<file path="src/rtl/layer_mac_engine.sv">
// layer_mac_engine
// Forward-pass compute stage for one Forward-Forward layer.
// It walks the weight memory and the input-activation buffer, accumulates one
// Q16.16 dot product per neuron, then saturates and optionally applies ReLU.
// Results leave one neuron at a time over a valid/ready handshake.
module layer_mac_engine #(
    parameter int NUM_NEURONS = 256,
    parameter int INPUT_SIZE  = 784,
    parameter int DATA_WIDTH  = 32,
    parameter int FRAC_BITS   = 16,
    parameter int RELU_EN     = 1,
    parameter int DEPTH       = NUM_NEURONS * INPUT_SIZE
) (
    input  logic                           clk,
    input  logic                           rst,
    input  logic                           start,
    output logic                           busy,
    output logic                           done,
    output logic                           en_a,
    output logic [$clog2(DEPTH)-1:0]       addr_a,
    input  logic [DATA_WIDTH-1:0]          rdata_a,
    output logic                           in_en,
    output logic [$clog2(INPUT_SIZE)-1:0]  in_addr,
    input  logic [DATA_WIDTH-1:0]          in_rdata,
    output logic                           out_valid,
    input  logic                           out_ready,
    output logic [$clog2(NUM_NEURONS)-1:0] out_neuron,
    output logic [DATA_WIDTH-1:0]          out_data,
    output logic                           out_sat
);

    localparam int AW        = $clog2(DEPTH);
    localparam int KW        = $clog2(INPUT_SIZE);
    localparam int NW        = $clog2(NUM_NEURONS);
    localparam int PROD_W    = 2 * DATA_WIDTH;
    localparam int TERM_W    = PROD_W - FRAC_BITS;
    localparam int ACC_WIDTH = 2 * DATA_WIDTH - FRAC_BITS + $clog2(INPUT_SIZE);

    localparam logic [KW-1:0] LAST_K = KW'(INPUT_SIZE - 1);
    localparam logic [NW-1:0] LAST_N = NW'(NUM_NEURONS - 1);

    // Representable range of a signed DATA_WIDTH result, widened to the accumulator
    localparam logic signed [ACC_WIDTH-1:0] SAT_MAX = (ACC_WIDTH'(1) <<< (DATA_WIDTH - 1)) - ACC_WIDTH'(1);
    localparam logic signed [ACC_WIDTH-1:0] SAT_MIN = -(ACC_WIDTH'(1) <<< (DATA_WIDTH - 1));

    typedef enum logic [2:0] {
        ST_IDLE,
        ST_RUN,
        ST_DRAIN,
        ST_FIN,
        ST_OUT
    } state_t;

    state_t                        state;
    logic [NW-1:0]                 neuron;
    logic                          drain_cnt;

    logic                          rd_valid;
    logic                          prod_valid;
    logic signed [PROD_W-1:0]      prod;
    logic signed [ACC_WIDTH-1:0]   acc;

    logic                          acc_clear;
    logic signed [TERM_W-1:0]      term;
    logic [DATA_WIDTH-1:0]         fin_data;
    logic                          fin_sat;

    // Accumulator restarts whenever a new neuron begins: at pass start or after a handshake
    always_comb begin
        acc_clear = 1'b0;
        if (state == ST_IDLE && start) begin
            acc_clear = 1'b1;
        end else if (state == ST_OUT && out_ready) begin
            acc_clear = 1'b1;
        end
    end

    // Rescale the registered product back to Q16.16; >>> floors toward -inf
    always_comb begin
        term = TERM_W'(prod >>> FRAC_BITS);
    end

    // Clamp the accumulator to the output word, flag clamping, then apply optional ReLU
    always_comb begin
        fin_data = acc[DATA_WIDTH-1:0];
        fin_sat  = 1'b0;
        if (acc > SAT_MAX) begin
            fin_data = {1'b0, {(DATA_WIDTH-1){1'b1}}};
            fin_sat  = 1'b1;
        end else if (acc < SAT_MIN) begin
            fin_data = {1'b1, {(DATA_WIDTH-1){1'b0}}};
            fin_sat  = 1'b1;
        end
        if (RELU_EN != 0 && fin_data[DATA_WIDTH-1]) begin
            fin_data = '0;
        end
    end

    // Multiply-accumulate pipeline: read data lands one cycle after issue, product is
    // registered, and it is added on the following cycle only if its valid bit made it through
    always_ff @(posedge clk) begin
        if (rst) begin
            rd_valid   <= 1'b0;
            prod_valid <= 1'b0;
            prod       <= '0;
            acc        <= '0;
        end else begin
            rd_valid   <= en_a && in_en;
            prod_valid <= rd_valid;
            if (rd_valid) begin
                prod <= PROD_W'($signed(rdata_a)) * PROD_W'($signed(in_rdata));
            end
            if (acc_clear) begin
                acc <= '0;
            end else if (prod_valid) begin
                acc <= acc + ACC_WIDTH'(term);
            end
        end
    end

    // Sequencer: issues the reads for each neuron, waits for the pipeline to empty,
    // latches the finished result and holds it until downstream takes it
    always_ff @(posedge clk) begin
        if (rst) begin
            state      <= ST_IDLE;
            busy       <= 1'b0;
            done       <= 1'b0;
            en_a       <= 1'b0;
            in_en      <= 1'b0;
            addr_a     <= '0;
            in_addr    <= '0;
            out_valid  <= 1'b0;
            out_neuron <= '0;
            out_data   <= '0;
            out_sat    <= 1'b0;
            neuron     <= '0;
            drain_cnt  <= 1'b0;
        end else begin
            done <= 1'b0;
            case (state)
                ST_IDLE: begin
                    if (start) begin
                        state   <= ST_RUN;
                        busy    <= 1'b1;
                        en_a    <= 1'b1;
                        in_en   <= 1'b1;
                        addr_a  <= '0;
                        in_addr <= '0;
                        neuron  <= '0;
                    end
                end
                ST_RUN: begin
                    // Weight address runs contiguously across neurons, so it never rewinds
                    addr_a <= addr_a + AW'(1);
                    if (in_addr == LAST_K) begin
                        in_addr   <= '0;
                        en_a      <= 1'b0;
                        in_en     <= 1'b0;
                        drain_cnt <= 1'b0;
                        state     <= ST_DRAIN;
                    end else begin
                        in_addr <= in_addr + KW'(1);
                    end
                end
                ST_DRAIN: begin
                    if (drain_cnt) begin
                        state <= ST_FIN;
                    end else begin
                        drain_cnt <= 1'b1;
                    end
                end
                ST_FIN: begin
                    out_data   <= fin_data;
                    out_sat    <= fin_sat;
                    out_neuron <= neuron;
                    out_valid  <= 1'b1;
                    state      <= ST_OUT;
                end
                ST_OUT: begin
                    if (out_ready) begin
                        out_valid <= 1'b0;
                        if (neuron == LAST_N) begin
                            state <= ST_IDLE;
                            busy  <= 1'b0;
                            done  <= 1'b1;
                        end else begin
                            neuron <= neuron + NW'(1);
                            state  <= ST_RUN;
                            en_a   <= 1'b1;
                            in_en  <= 1'b1;
                        end
                    end
                end
                default: begin
                    state <= ST_IDLE;
                end
            endcase
        end
    end

endmodule

</file>
<file path="config.mk">
export PLATFORM = sky130hd
export DESIGN_NAME = layer_mac_engine
export DESIGN_NICKNAME = d
export VERILOG_FILES = /design/src/rtl/layer_mac_engine.sv
export SDC_FILE = /design/constraint.sdc
export NUM_CORES = 2
export LEC_CHECK = 0
export CAP_MARGIN = 20
export CELL_PAD_IN_SITES_DETAIL_PLACEMENT = 1
export CELL_PAD_IN_SITES_GLOBAL_PLACEMENT = 1
export CORE_ASPECT_RATIO = 1.25
export CORE_MARGIN = 3
export CORE_UTILIZATION = 45
export DETAILED_ROUTE_END_ITERATION = 8
export PLACE_DENSITY_LB_ADDON = 0.1
export REMOVE_ABC_BUFFERS = 1
export SLEW_MARGIN = 30
export SYNTH_ARGS = -nofsm -noshare
export SYNTH_HDL_FRONTEND = slang
export SYNTH_SLANG_ARGS = --single-unit
</file>
<file path="constraint.sdc">
create_clock -name clk -period 12.8 [get_ports clk]
set_input_delay 2.56 -clock clk [delete_from_list [all_inputs] [get_ports clk]]
set_output_delay 2.56 -clock clk [all_outputs]
set_load 0.05 [all_outputs]
</file>
==> impl_metrics.py <==
metrics = {
    "setup_path": {
        "crit_type": "input port to flip-flop",
        "cp-end-kind": "flip-flop",
        "cp-start-kind": "input port",
        "path_common_cell": "fa_1",
        "r2r_slack_ns": 8.69,
        "slowest_stage": "clkdlybuf4s50_1",
        "cp.arrival_ns": 11.75,
        "cpPeakStageDelay_ns": 1.07,
        "required_ns": 13.13,
        "worstPathMaxFanout": 18,
    },
    "yosys": {
        "seq_area_frac_synth": 0.08322,
        "synth_edf_count": 0,
        "yosysWarnings": 0,
        "avgSynthCellArea_um2": 9.056,
        "syn_inst": 5100,
        "async_flop_share": 0,
        "syn_area_um2": 46190,
        "yosys.area.top_type": "fa_1",
        "ys_types": 78,
        "synth-main-ff-cell": "dfxtp_1",
        "ys_ff_latch": 192,
        "synth.top_cell.area_share": 0.4690,
        "synth_area_leaders": "fa_1, dfxtp_1, inv_1, and2_1, ha_1",
    },
    "final_layout": {
        "drive_gt1_frac": 0.03173,
        "final.fill_count": 11697,
        "layout.cells.most_common": "fa_1",
        "final_cell_mix": "fa_1, inv_1, nand2_1",
        "syn2layout_area_growth_pct": 6.740,
        "nNetsFinal": 6452,
        "diodes": 0,
    },
    "clocking": {
        "cts.path.max_buffers": 2,
        "root_buffer": "clkbuf_16",
        "clkLatencyLatePin_ns": 0.45,
        "cts_setup_buffers": 0,
        "clock-sinks": 192,
        "ctsResizeCount": 0,
        "holdBufCountCts": 0,
        "clkTransAtPathRegs_ns": 0.07,
        "htreeDepth": 4,
        "cts-buffers-inserted": 17,
        "cts_tree": "done",
    },
    "floorplanning": {
        "io_pins": 142,
        "coreArea_um2": 101200,
        "dieArea_um2": 106500,
        "dieWidth_um": 292.5,
        "initial_core_util": 0.4565,
        "rows": 130,
        "die_h_um": 364.2,
    },
    "place": {
        "finalWeightedCongestion": 0.8383,
        "place_hpwl_mm": 112.0,
        "portBuffers": 140,
    },
    "global_route": {
        "grt_overflow": 0,
        "grt_pass1_vias": 39582,
        "grt_max_degree": 65,
        "antenna_found_initial": 2,
        "grt_usage": 0.2599,
        "grt_pass1_wl_mm": 217.1,
    },
    "timing": {
        "slew_viol_final": 0,
        "skew_ns": 0.01180,
        "fin_crit_sh": 0.8917,
        "grt_setup_unrepaired": "no",
        "slew_headroom": 0.3479,
        "worst-slew-pin-transition_ns": 0.9751,
        "hold_viol_final": 0,
        "setup-tns-final_ns": 0,
        "period_minus_slack_ns": 11.41,
        "finalSetupViolCount": 0,
        "fmax_ghz": 0.08761,
    },
    "drt": {
        "vias": 34126,
        "vias_per_cell": 5.337,
        "wirelength_mm": 132.2,
        "detail_route.first_pass.iterations": 5,
        "routedWlPerCell_um": 20.68,
        "antenna_left": 0,
        "drt-initial-drc-count": 1276,
        "drc_errors": 0,
    },
    "flow_run": {
        "cap_violations": 0,
    },
    "min_path": {
        "hold_path_class": "flip-flop to flip-flop",
    },
    "outcome": {
        "status": "complete, no violations",
    },
}
## area by class of cell
cell class	instances	area (µm²)	share of cell area
timing repair buffer	223	1954	0.03964
tap	1320	1652	0.03350
inverter	1016	3814	0.07736
sequential	192	3846	0.07802
clock inverter	14	133.9	0.002716
clock buffer	17	425.4	0.008629
multi-input combinational	3612	37470	0.7601
## registers in the layout (all words and copies together) (netlist names), 3 cells and up
| name | flops |
|---|---|
| prod | 48 |
| acc | 58 |
| out_neuron | 8 |
| addr_a | 18 |
| neuron | 8 |
| out_data | 31 |
| state | 3 |
| in_addr | 10 |
## metrics by stage
stage	setup WS (ns)	util	instance area (µm²)	hold WS, ns	cells
2_1_floorplan	2.876	-	45120	0.4442	4820
6_report	1.386	0.4873	49300	0.4647	6394
5_1_grt	0.7823	0.4873	49300	0.4801	6394
3_3_place_gp	1.130	0.4820	48770	0.4500	6363
4_1_cts	1.390	0.4874	49310	0.4671	6394
3_5_place_dp	0.9516	0.4819	48750	0.4559	6363
## synthesized netlist by cell type (19+ instances only)
| cell type | number |
|---|---|
| nand2_1 | 614 |
| a31oi_1 | 20 |
| o21ai_0 | 64 |
| ha_1 | 240 |
| nor2_1 | 221 |
| xor2_1 | 35 |
| and2_1 | 504 |
| dfxtp_1 | 192 |
| mux2i_1 | 56 |
| nand2b_1 | 23 |
| a22o_1 | 23 |
| o21bai_1 | 19 |
| nand4_1 | 34 |
| o21a_1 | 19 |
| a21oi_1 | 196 |
| inv_1 | 1015 |
| xnor2_1 | 82 |
| clkbuf_1 | 268 |
| nand3_1 | 42 |
| fa_1 | 1082 |
| a21o_1 | 67 |
| and3_1 | 32 |
| nor3_1 | 55 |
## layer usage
| layer | share of wire | up-vias | global-route usage |
|---|---|---|---|
| li1 | - | 15274 | - |
| met2 | 0.56 | 432 | 0.5120 |
| met1 | 0.40 | 18257 | 0.3057 |
| met3 | 0.021 | 161 | 0.01840 |
| met4 | 0.025 | 2 | 0.05971 |
| met5 | 0.000098 | - | 0 |
## critical path, delay by kind of cell
kind / cells / cell delay, ns
AND/OR/NAND/NOR: 2 / 0.32
adder cells (fa/ha/maj): 9 / 4.69
AO/OA/AOI/OAI: 9 / 1.93
buffers and inverters: 5 / 2.01
XOR/XNOR: 1 / 0.18
## logic make-up after synthesis
| family | count (synthesis) | synth area share |
|---|---|---|
| simple gates | 1586 | 0.1681 |
| fa+ha+maj | 1322 | 0.5340 |
| buf+inv | 1296 | 0.1057 |
| compound gates | 527 | 0.07388 |
| flops | 192 | 0.08322 |
| xor+xnor | 117 | 0.02219 |
| mux | 59 | 0.01287 |
| other cells | 1 | 0.00008119 |
## worst paths after layout
check                      from            end  cells after the start
setup reg to reg         acc[0]        acc[54]                     14
hold / removal    out_neuron[3]  out_neuron[3]                      2
hold reg to reg   out_neuron[3]  out_neuron[3]                      2
setup / recovery    in_rdata[7]       prod[61]                     26
Power is left out: the tool's default activity adds up to more than one toggle a clock period on the data nets, which glitch-free logic cannot reach.
